## src/rtl/stream_mux_rr.sv

```systemverilog
`default_nettype none
// ============================================================================
// Module      : stream_mux_rr
// Description : N-channel, WIDTH-bit valid/ready stream multiplexer with a
//               registered output stage. MODE=0 forwards the channel picked
//               by SEL; MODE=1 uses a fair round-robin arbiter over the
//               channels that currently offer a beat.
// Ports       :
//    CLK        clock, rising-edge
//    RST        synchronous active-high reset
//    IN_DATA    packed channel data, channel i at [i*WIDTH +: WIDTH]
//    IN_VALID   per-channel beat offer
//    IN_READY   per-channel accept strobe (one-hot or zero)
//    MODE       0 = manual select, 1 = round-robin
//    SEL        channel chosen in manual mode
//    OUT_DATA   registered output beat
//    OUT_VALID  OUT_DATA holds an unconsumed beat
//    OUT_READY  consumer accepts the beat
//    OUT_CH     source channel of the beat in OUT_DATA
// Revision    : 1.0 - initial release
// ============================================================================
module stream_mux_rr #(
   parameter  int WIDTH    = 8,
   parameter  int CHANNELS = 4,
   localparam int SW       = $clog2(CHANNELS)
) (
   input  logic                      CLK,
   input  logic                      RST,
   input  logic [WIDTH*CHANNELS-1:0] IN_DATA,
   input  logic [CHANNELS-1:0]       IN_VALID,
   output logic [CHANNELS-1:0]       IN_READY,
   input  logic                      MODE,
   input  logic [SW-1:0]             SEL,
   output logic [WIDTH-1:0]          OUT_DATA,
   output logic                      OUT_VALID,
   input  logic                      OUT_READY,
   output logic [SW-1:0]             OUT_CH
);

   localparam logic [SW-1:0] c_LAST_RST = SW'(CHANNELS - 1);

   logic [WIDTH-1:0] r_out_data;
   logic [SW-1:0]    r_out_ch;
   logic             r_out_valid;
   logic [SW-1:0]    r_last;

   logic             w_load_en;
   logic             w_sel_ok;
   logic             w_rr_ok;
   logic [SW-1:0]    w_rr_cand;
   logic             w_cand_ok;
   logic [SW-1:0]    w_cand;
   logic [WIDTH-1:0] w_cand_data;

   // The output register can take a new beat when empty or being drained.
   assign w_load_en = !r_out_valid || OUT_READY;

   // Manual candidate. Comparing against every legal index means a SEL
   // beyond the last channel (non-power-of-2 CHANNELS) simply never matches.
   always_comb begin
      w_sel_ok = 1'b0;
      for (int i = 0; i < CHANNELS; i++) begin
         if (SEL == SW'(i)) begin
            w_sel_ok = IN_VALID[i];
         end
      end
   end

   // Round-robin candidate: scan from the channel after the last winner,
   // wrapping, so the last winner has lowest priority.
   always_comb begin
      w_rr_ok   = 1'b0;
      w_rr_cand = '0;
      for (int off = 1; off <= CHANNELS; off++) begin
         if (!w_rr_ok && IN_VALID[(int'(r_last) + off) % CHANNELS]) begin
            w_rr_ok   = 1'b1;
            w_rr_cand = SW'((int'(r_last) + off) % CHANNELS);
         end
      end
   end

   assign w_cand    = MODE ? w_rr_cand : SEL;
   assign w_cand_ok = MODE ? w_rr_ok   : w_sel_ok;

   // Data mux and grant decode; IN_DATA only reaches the output register.
   always_comb begin
      w_cand_data = '0;
      IN_READY    = '0;
      for (int i = 0; i < CHANNELS; i++) begin
         if (w_cand == SW'(i)) begin
            w_cand_data = IN_DATA[i*WIDTH +: WIDTH];
            IN_READY[i] = w_load_en && w_cand_ok && !RST;
         end
      end
   end

   always_ff @(posedge CLK) begin
      if (RST) begin
         r_out_data  <= '0;
         r_out_ch    <= '0;
         r_out_valid <= 1'b0;
         r_last      <= c_LAST_RST;
      end else if (w_load_en) begin
         if (w_cand_ok) begin
            r_out_data  <= w_cand_data;
            r_out_ch    <= w_cand;
            r_out_valid <= 1'b1;
            // Tracked in manual mode too, so a switch to round-robin
            // continues fairly from the most recent winner.
            r_last      <= w_cand;
         end else begin
            r_out_valid <= 1'b0;
         end
      end
   end

   assign OUT_DATA  = r_out_data;
   assign OUT_CH    = r_out_ch;
   assign OUT_VALID = r_out_valid;

endmodule
`default_nettype wire

```

## config.mk

```make
export PLATFORM = sky130hd
export DESIGN_NAME = stream_mux_rr
export DESIGN_NICKNAME = d
export VERILOG_FILES = /design/src/rtl/stream_mux_rr.sv
export SDC_FILE = /design/constraint.sdc
export NUM_CORES = 1
export LEC_CHECK = 0
export ABC_CLOCK_PERIOD_IN_PS = 2000
export BUFFER_PORTS_ARGS = -buffer_cell sky130_fd_sc_hd__buf_2
export CORE_MARGIN = 5
export CORE_UTILIZATION = 41
export CTS_BUF_LIST = sky130_fd_sc_hd__clkbuf_8
export DETAILED_ROUTE_END_ITERATION = 7
export GPL_TIMING_DRIVEN = 1
export PLACE_DENSITY = 0.84
export SYNTH_ARGS = -nofsm -noshare
export SYNTH_HDL_FRONTEND = slang
export SYNTH_SLANG_ARGS = --single-unit
```

## constraint.sdc

```tcl
create_clock -name CLK -period 2 [get_ports CLK]
set_input_delay 0.4 -clock CLK [delete_from_list [all_inputs] [get_ports CLK]]
set_output_delay 0.4 -clock CLK [all_outputs]
set_load 0.03 [all_outputs]
```

# Word-level counts from Yosys, hierarchy flattened
# Index checks and enable logic that the tools add are counted.
totals:
  register_bits: 13
  out_inout_bits: 15
  wordCells: 75
  input_bits: 42
classes:
  reduce_logical: 18
  mux: 35
  magnitude_cmp: 4
  n_bitwise: 4
  eq_ne: 6
  n_addsub: 4
ops:
  columns: ["operator", "count"]
  rows:
  - ["8-bit two-way mux", 4]
  - ["1-bit two-way mux", 22]
  - ["3-bit by 4-bit less-than comparator with 1-bit output (second input constant)", 4]
  - ["2-bit two-way mux", 5]
  - ["1-bit binary-select mux with 2-bit select", 4]
  - ["2-bit equality test (second input constant)", 4]
  - ["2-bit OR reduction", 4]
  - ["1-bit logical AND", 5]
  - ["1-bit zero test", 5]
  - ["2-bit by 1-bit adder with 2-bit output (second input constant)", 2]
  - ["2-bit adder (second input constant)", 2]
  - ["1-bit AND (first input constant)", 4]
  - ["2-bit by 1-bit equality test with 1-bit output (second input constant)", 2]
  - ["2-bit zero test", 2]
  - ["2-bit AND reduction", 1]
  - ["1-bit logical OR", 1]

# Logic depth before layout (Yosys ltp)
# Gate-level depths: netlist of run 1.
logic_depth:
  word_depth: 22
  mapped_depth: 8
  depth_no_buf: 6

# Least setup slack after synthesis of run 1
# Ideal clock, no wire load.
synth_path:
  kind: "input -> output"
  startpoint: "in IN_VALID[0]"
  endpoint: "out IN_READY[0]"
  path_slack_ns: -0.618
  t_arrival_ns: 2.218
  n_path_buf: 2
  stages: 7
  t_required_ns: 1.600
  cell_sequence: "or2_1 > or4_1 > o21a_1 > o21a_1 > buf_4 > buf_6 > nor3_1"
synth_between:
  elab_chain_len: 17
  elab_cells_between_ends: 36
  classes_between: "27 x mux; 9 x reduce/logical"
synth_lines:
  columns: ["item", "line_no", "source"]
  rows:
  - ["start: declaration", "30", "input logic [CHANNELS-1:0] IN_VALID,"]
  - ["1-bit binary-select mux with 2-bit select", "75", "if (!w_rr_ok && IN_VALID[(int'(r_last) + off) % CHANNELS]) begin"]
  - ["1-bit two-way mux (not written as such) (2 in series)", "75", null]
  - ["1-bit two-way mux", "75", null]
  - ["1-bit zero test", "75", null]
  - ["1-bit logical AND", "75", null]
  - ["1-bit two-way mux", "75", null]
  - ["1-bit zero test", "75", null]
  - ["1-bit logical AND", "75", null]
  - ["1-bit two-way mux", "75", null]
  - ["1-bit zero test", "75", null]
  - ["1-bit logical AND", "75", null]
  - ["1-bit two-way mux", "75", null]
  - ["1-bit two-way mux", "83", "assign w_cand_ok = MODE ? w_rr_ok : w_sel_ok;"]
  - ["1-bit logical AND (2 in series)", "92", "IN_READY[i] = w_load_en && w_cand_ok && !RST;"]
  - ["1-bit two-way mux (*)", "90", "if (w_cand == SW'(i)) begin"]
  - ["end: declaration", "31", "output logic [CHANNELS-1:0] IN_READY,"]
# Mark *: on every way between the ends. The rest lies on a longest branch, timed or not. The select of a mux whose other input is x is not followed.

# Worst setup path in the final report of run 1
layout_path:
  startpoint: "reg r_last[1]"
  endpoint: "out IN_READY[2]"
layout_between:
  elab_chain_len: 18
  elab_cells_between_ends: 36
  classes_between: "4 x add/sub; 1 x eq/ne; 23 x mux; 8 x reduce/logical"
layout_lines:
  columns: ["item", "line_no", "source"]
  rows:
  - ["start: declaration", "45", "logic [SW-1:0] r_last;"]
  - ["start signal: assignment", "102", "r_last <= c_LAST_RST;"]
  - ["start signal: assignment", "110", "r_last <= w_cand;"]
  - ["2-bit by 1-bit adder with 2-bit output", "75, 77", null]
  - ["1-bit binary-select mux with 2-bit select", "75", null]
  - ["1-bit two-way mux (not written as such) (2 in series)", "75", null]
  - ["1-bit two-way mux", "75", null]
  - ["1-bit zero test", "75", null]
  - ["1-bit logical AND", "75", null]
  - ["1-bit two-way mux", "75", null]
  - ["1-bit zero test", "75", null]
  - ["1-bit logical AND", "75", null]
  - ["1-bit two-way mux", "75", null]
  - ["1-bit zero test", "75", null]
  - ["1-bit logical AND", "75", null]
  - ["1-bit two-way mux", "75", null]
  - ["1-bit two-way mux", "83", null]
  - ["1-bit logical AND (2 in series)", "92", null]
  - ["1-bit two-way mux (*)", "90", null]
# Marks and branches as above.

==> qor.yml, run 1 <==
floorplan:
  core_mm2: 0.00245
  std_cell_rows: 18
  io_pins: 57
  die-area_mm2: 0.00367
  die_h_um: 60.6
  die_w_um: 60.6
  start_util_pct: 42.7
global_route:
  grt_max_degree: 17
  grtUsageTotal_pct: 22.2
  grt_pass1_vias: 1372
  grt.overflow.total: 0
  grt_pass1_wl_mm: 6.13
  antenna_found_initial: 0
logic_synthesis:
  syn_area_mm2: 0.00105
  yosysSeqAreaShare_pct: 24.8
  syn_nets: 162
  synth_ff_type: "dfxtp_1"
  yosys_warnings: 0
  synthArstFlopShare_pct: 0
  synth.distinct_cells: 42
  synth_area_leaders: "dfxtp_1, mux2i_1, nor2_1"
  syn_inst: 120
  synth.top_cell.area_share_pct: 24.8
  synth_area_leader_cell: "dfxtp_1"
  synth_edf_count: 0
  postSynthAreaPerCell_um2: 8.74
  ys_seq_elements: 13
timing:
  hold_viol: 0
  skew_ps: 2.59
  finalSetupViolations: 6
  layout_setup_ws_ps: -332
  period_share_pct: 117
  slew_headroom_pct: 69.7
  holdWs_ps: 478
  tns_ps: -1250
  fmaxAchievable_mhz: 429
  drv_slew: 0
  period_minus_slack_ps: 2330
  rsz0062_at_grt: "yes"
  worstMarginPinSlew_ps: 454
flow_run:
  drv_cap: 0
setup_path:
  required_ps: 1600
  slowest_stage: "or3_4"
  cp.arrival_ps: 1930
  critPathMaxStageDelay_ps: 440
  critical_path_buf_inv_count: 1
  start_kind: "register"
  path_cells: "or3b_1, a21oi_2, o311ai_4, or3_4, nor2_4, buf_6"
  worstPathMaxFanout: 3
  critPathTopFamily: "simple AND/OR/NAND/NOR gates"
  crit_path_end_kind: "output pin"
  crit_type: "reg2out"
hold_path:
  hp-class: "reg2reg"
place:
  io_buffers: 56
  hpwl_mm: 2.77
  gpl.final_weighted_congestion: 0.816
  place_ws_ps: -492
  place_inst: 227
run_status:
  status: "finished with violations"
  failed_checks: "setup timing"
finish:
  fillers: 160
  ff_latch_area_um2: 263
  diodes: 0
  syn2layout_area_growth_pct: 77.8
  layout_common_cells: "buf_2, buf_4, nor2_1, mux2i_1, dfxtp_1"
  final_cells: 234
  layout_commonest_cell: "buf_2"
  layout-drive-gt1-share_pct: 60.8
  fin_nets: 247
  multiInputGateArea_um2: 936
pwr:
  total_power_mw: 1.12
  p_per_area_mw_per_mm2: 599
  ir_drop_mv: 0.606
  leakagePower_nw: 0.871
cts:
  numCtsBuffers: 3
  insertion_delay_ps: 250
  root_buffer: "clkbuf_8"
  clock-sinks: 13
  clock_path_buffers: 2
  htree_levels: 1
  ctsHoldBuffers: 0
  clk_pin_slew_ps: 60
  cts_tree: "yes"
drt:
  drtIter0Drc: 72
  drc_errors: 0
  dr.pass1.iters: 4
  antenna_left: 0
  wl_per_cell_um: 17.0
  wirelength_mm: 3.97
  vias: 1348
  vias_per_cell: 5.76
[through the flow]
stage	instance area, µm²	utilization, %
after floorplan	1110	-
after global placement	1560	63.7
after detailed placement	1560	63.7
after CTS	1780	72.5
after global routing	1860	75.9
final	1860	75.9
[registers in the layout, indices dropped and copies added, names as in the netlist]
register / count
OUT_DATA: 8
OUT_CH: 2
r_last: 2
OUT_VALID: 1
[final timing paths]
path,from,endpoint,slack (ps),cells after the start
worst max-delay path,r_last[1]$_SDFFE_PP1N_,IN_READY[2],-330,6
worst min register to register,OUT_CH[0]$_SDFFE_PP0N_,OUT_CH[0]$_SDFFE_PP0N_,480,2
worst max register to register,r_last[1]$_SDFFE_PP1N_,OUT_CH[1]$_SDFFE_PP0N_,-70,10
worst min-delay path,OUT_CH[0]$_SDFFE_PP0N_,OUT_CH[0]$_SDFFE_PP0N_,480,2
[logic make-up after synthesis]
logic type | share of synthesized area [%]
muxes | 17.4
AOI/OAI and AO/OA | 26.6
buffers and inverters | 6.20
and+or+nand+nor | 24.9
DFF | 24.8
[per-layer routing]
metal	global-route usage [%]	vias to the layer above	share of wire, %
met5	0	-	0
met4	5.88	0	2.2
met3	5.32	11	6.3
met2	43.7	46	55
met1	23.0	661	36
li1	-	630	-
[area by class of cell]
class / count / area share, %
clock buffer: 3 / 2.21
clock inverter: 1 / 0.201
inverter: 4 / 0.940
multi-input combinational: 97 / 50.2
sequential: 13 / 14.1
tap: 30 / 2.01
timing repair buffer: 86 / 30.3
[worst reg2reg max path, cell delays in order (launching register included)]
cell	delay, ps
dfxtp_2	320
or3b_1	360
a21oi_2	200
o311ai_4	130
buf_6	170
buf_6	110
buf_6	110
nor2_4	310
buf_4	180
a21oi_1	30
nor2_1	90
[power by group]
part	internal, mW	leakage (nW)	switching (mW)	total (mW)
clock	0.136	0.0269	0.102	0.238
sequential	0.292	0.107	0.0207	0.313
combinational	0.254	0.736	0.312	0.566
total	0.683	0.871	0.435	1.12
[synth_stat cells, types with 3 or more instances]
master	number
mux2i_1	16
a2111oi_1	5
buf_6	3
dfxtp_1	13
inv_1	3
nand2b_1	3
nor2_1	18
and3_1	6
nand2_1	5
a21oi_1	5
a2111oi_0	6
[timing repair]
item | 4_1_cts | 5_1_grt
gates resized for setup | 42 | 11
setup buffers | 2 | 1
setup endpoints to repair | 10 | 10
pin swaps | 10 | 5
No activity file was read; power rests on OpenSTA's default activity.
==> run 2: changes to the inputs <==
--- a/config.mk
+++ b/config.mk
@@ -7,7 +7,7 @@
 export LEC_CHECK = 0
 export ABC_CLOCK_PERIOD_IN_PS = 2000
 export BUFFER_PORTS_ARGS = -buffer_cell sky130_fd_sc_hd__buf_2
-export CORE_MARGIN = 5
+export CORE_MARGIN = 4
 export CORE_UTILIZATION = 41
 export CTS_BUF_LIST = sky130_fd_sc_hd__clkbuf_8
 export DETAILED_ROUTE_END_ITERATION = 7
==> run 2 against run 1 <==
The run still ends with setup timing left. Core utilization is 1.9 points higher. Die area decreased by 6.5%. Global-route usage increased by 1.2 points. Critical path type unchanged.
==> qor.yml, run 2 (synthesis gave the netlist of run 1 again) <==
floorplan:
  io_pins: 57
  core_mm2: 0.00245
  std_cell_rows: 18
  die_w_um: 58.6
  die_h_um: 58.6
  start_util_pct: 42.7
  die-area_mm2: 0.00343
place:
  gpl.final_weighted_congestion: 0.898
  io_buffers: 56
  post_dp_cell_area_mm2: 0.00154
  hpwl_mm: 2.76
timing:
  slew_headroom_pct: 75.8
  finalSetupViolations: 4
  layout_setup_ws_ps: -274
  worstMarginPinSlew_ps: 362
  rsz0062_at_grt: "yes"
  period_share_pct: 114
  hold_viol: 0
  period_minus_slack_ps: 2270
  fmaxAchievable_mhz: 440
  drv_slew: 0
  skew_ps: 8.28
finish:
  fin_util_pct: 77.8
  layout_common_cells: "buf_2, buf_4, nor2_1"
  largest_reg_flops: 8
  fin_nets: 249
  layout-drive-gt1-share_pct: 65.0
  stdcell_area_mm2: 0.00191
  diodes: 0
  layout_commonest_cell: "buf_2"
  syn2layout_area_growth_pct: 82.2
setup_path:
  crit_type: "reg2out"
  ff2ff_path_depth: 9
  crit_path_end_kind: "output pin"
  start_kind: "register"
  worstPathMaxFanout: 3
  cp.arrival_ps: 1870
  required_ps: 1600
global_route:
  antenna_found_initial: 0
  grt_pass1_vias: 1362
  grt_pass1_wl_mm: 6.18
  grt_max_degree: 17
  grt.overflow.total: 0
  grtUsageTotal_pct: 23.4
cts:
  clock-sinks: 13
  insertion_delay_ps: 240
  root_buffer: "clkbuf_8"
  numCtsBuffers: 3
  cts_tree: "yes"
  htree_levels: 1
  clock_path_buffers: 2
  clk_pin_slew_ps: 50
pwr:
  p_per_area_mw_per_mm2: 590
  ir_drop_mv: 0.542
  leakagePower_nw: 0.885
drt:
  vias_per_cell: 5.70
  dr.pass1.iters: 4
  vias: 1346
  drc_errors: 0
  wl_per_cell_um: 17.6
  drtIter0Drc: 40
  wirelength_mm: 4.15
  antenna_left: 0
hold_path:
  hp-class: "reg2reg"
  hold_depth: 2
run_status:
  status: "finished with violations"
  failed_checks: "setup timing"
flow_run:
  drv_cap: 0
run 2: final timing paths:
path | to | from | slack, ps
setup / recovery | IN_READY[2] | r_last[1]$_SDFFE_PP1N_ | -270
hold / removal | OUT_CH[0]$_SDFFE_PP0N_ | OUT_CH[0]$_SDFFE_PP0N_ | 470
setup reg to reg | OUT_DATA[4]$_SDFFE_PP0N_ | r_last[1]$_SDFFE_PP1N_ | 60
hold reg to reg | OUT_CH[0]$_SDFFE_PP0N_ | OUT_CH[0]$_SDFFE_PP0N_ | 470
run 2: where the power goes:
part | total [mW] | switching, mW | internal, mW
Combinational | 0.586 | 0.322 | 0.265
Clock | 0.228 | 0.0925 | 0.135
Sequential | 0.313 | 0.0200 | 0.293
run 2: area by class of cell:
class | instances | area, µm²
multi-input cells | 97 | 963
repair buffers | 88 | 584
fillers | 161 | 544
flip-flops and latches | 13 | 263
clock buffers | 3 | 41.3
well taps | 30 | 37.5
inverters | 4 | 17.5
clock inverters | 1 | 3.75
run 2: metrics by stage:
stage               setup slack (ps)  power [mW]  cells  hold WS [ps]  TNS (ps)
floorplan                       -244       0.595    120           482      -734
global placement                -369       0.736    224           447     -3880
detailed placement              -499       0.753    224           461     -4860
CTS                             -282        1.04    229           472     -1000
global route                    -333        1.19    236           478     -1460
finish                          -274        1.13    236           473      -979
run 2: worst max-delay path, cell delays in order, from the launching register on:
cell and delay (ps):
dfxtp_2 320, or3b_4 380, a21oi_4 180, o311ai_4 110, or3_4 430, nor2_4 90
buf_6 130
run 2: repair_timing:
| action | CTS | global route |
|---|---|---|
| pin swaps | 11 | 8 |
| hold buffers | 0 | 0 |
| buffers inserted | 1 | 8 |
| resized for setup | 39 | 23 |
| endpoints found under the setup margin | 12 | 10 |
run 2: per-layer routing:
layer,GRT usage (%),share of wire [%],up-vias
li1,-,-,635
met1,27.2,36,630
met2,40.0,51,69
met3,4.82,9.0,12
met4,12.6,3.3,0
met5,0,0,-
==> run 3: changes to the inputs <==
--- a/config.mk
+++ b/config.mk
@@ -13,6 +13,7 @@
 export DETAILED_ROUTE_END_ITERATION = 7
 export GPL_TIMING_DRIVEN = 1
 export PLACE_DENSITY = 0.84
+export RECOVER_POWER = 25
 export SYNTH_ARGS = -nofsm -noshare
 export SYNTH_HDL_FRONTEND = slang
 export SYNTH_SLANG_ARGS = --single-unit
==> run 3 against run 2 <==
The run still ends with setup timing left. Via count up 0.37%. Combinational power about the same. Clock skew about the same. Largest power group unchanged. Highest routed layer unchanged. Wire length down 0.12%.
==> qor.yml, run 3 (synthesis gave the netlist of run 1 again) <==
finish:
  diodes: 0
  layout_commonest_cell: "buf_2"
  layout_common_cells: "buf_2, buf_4, nor2_1"
  fin_nets: 249
  syn2layout_area_growth_pct: 81.7
  fin_util_pct: 77.6
  largest_reg_flops: 8
  layout-drive-gt1-share_pct: 63.1
setup_path:
  start_kind: "register"
  r2r_slack_ps: 60
  crit_path_end_kind: "output pin"
  cp.arrival_ps: 1880
  ff2ff_path_depth: 9
  regToRegEndpoint: "OUT_DATA[4]$_SDFFE_PP0N_"
  worstPathMaxFanout: 3
  r2r-start: "r_last[1]$_SDFFE_PP1N_"
  required_ps: 1600
  crit_type: "reg2out"
place:
  io_buffers: 56
  gpl.final_weighted_congestion: 0.898
  hpwl_mm: 2.76
hold_path:
  min_from: "OUT_CH[0]$_SDFFE_PP0N_"
  holdPathEnd: "OUT_CH[0]$_SDFFE_PP0N_"
  hold_depth: 2
  hp-class: "reg2reg"
global_route:
  grt_pass1_wl_mm: 6.18
  grt_max_degree: 17
  grt.overflow.total: 0
  grtUsageTotal_pct: 23.4
  grt_pass1_vias: 1362
  antenna_found_initial: 0
floorplan:
  die_h_um: 58.6
  start_util_pct: 42.7
  die_w_um: 58.6
  core_mm2: 0.00245
  io_pins: 57
  std_cell_rows: 18
  die-area_mm2: 0.00343
pwr:
  p_clk_share_pct: 20.2
  internal-power_mw: 0.690
  power.switching_mw: 0.434
  netSwitchingFraction_pct: 38.6
  comb_power_share_pct: 51.9
  ir_drop_mv: 0.542
  p_per_area_mw_per_mm2: 590
  leakagePower_nw: 0.871
  seq_power_share_pct: 27.8
cts:
  clock_path_buffers: 2
  cts_tree: "yes"
  ctsHoldBuffers: 0
  htree_levels: 1
  clock-sinks: 13
  clk_pin_slew_ps: 50
  numCtsBuffers: 3
  root_buffer: "clkbuf_8"
  insertion_delay_ps: 240
drt:
  dr.pass1.iters: 4
  wl_per_cell_um: 17.6
  vias_per_cell: 5.72
  wirelength_mm: 4.14
  drc_errors: 0
  antenna_left: 0
  vias: 1351
  drtIter0Drc: 40
timing:
  period_share_pct: 114
  drv_slew: 0
  holdWs_ps: 475
  worstMarginPinSlew_ps: 376
  period_minus_slack_ps: 2280
  finalSetupViolations: 4
  hold_viol: 0
  fmaxAchievable_mhz: 439
  skew_ps: 8.28
  rsz0062_at_grt: "yes"
  slew_headroom_pct: 75.0
  layout_setup_ws_ps: -279
flow_run:
  drv_cap: 0
run_status:
  status: "finished with violations"
  failed_checks: "setup timing"
## run 3: changes by cell type in the layout (fill, tap and decap cells not counted)
cell      previous run  this run
clkbuf_1             0         4
buf_2               50        46
## run 3: power by group through the flow
stage,clock [mW],sequential (mW),combinational [mW]
floorplan,0,0.369,0.227
global placement,0,0.313,0.423
detailed placement,0,0.314,0.439
CTS,0.233,0.312,0.494
global route,0.248,0.317,0.620
finish,0.227,0.313,0.584
## run 3: worst max-delay path, cell delays in order (launching register included)
cell and delay [ps]:
dfxtp_2 320, or3b_4 380, a21oi_4 180, o311ai_4 110
or3_4 430, nor2_4 90, buf_6 130
## run 3: repair_timing
action,CTS,global route
buffers inserted,1,8
endpoints found under the setup margin,12,10
gates resized for setup,39,23
pin swaps,11,8
## run 3: cell type report
class,instances,area [µm²]
multi-input cells,97,963
repair buffers,88,579
fillers,163,549
flip-flops and latches,13,263
clock buffers,3,41.3
well taps,30,37.5
inverters,4,17.5
clock inverters,1,3.75
## run 3: per-stage QoR
| step | cell area [µm²] | worst slack (ps) | setup TNS [ps] | power, mW | cells |
|---|---|---|---|---|---|
| floorplan | 1110 | -244 | -734 | 0.595 | 120 |
| global placement | 1540 | -369 | -3880 | 0.736 | 224 |
| detailed placement | 1540 | -499 | -4860 | 0.753 | 224 |
| CTS | 1740 | -282 | -1000 | 1.04 | 229 |
| global route | 1910 | -333 | -1460 | 1.19 | 236 |
| finish | 1910 | -279 | -998 | 1.12 | 236 |
## run 3: layer usage
layer / track usage [%] / part of all wire, %
met1: 27.2 / 37
met2: 40.0 / 51
met3: 4.82 / 7.6
met5: 0 / 0
met4: 12.6 / 3.7
## run 3: worst max path at each step
stage               slack, ps                  endpoint  depth (start not counted)                   start
finish                   -280               IN_READY[2]                          6  r_last[1]$_SDFFE_PP1N_
global route             -330               IN_READY[2]                          6  r_last[1]$_SDFFE_PP1N_
CTS                      -280               IN_READY[3]                          6  r_last[1]$_SDFFE_PP1N_
detailed placement       -500  OUT_DATA[4]$_SDFFE_PP0N_                         11             IN_VALID[1]
global placement         -370               IN_READY[2]                          7             IN_VALID[0]
floorplan                -240               IN_READY[2]                          7                  SEL[0]
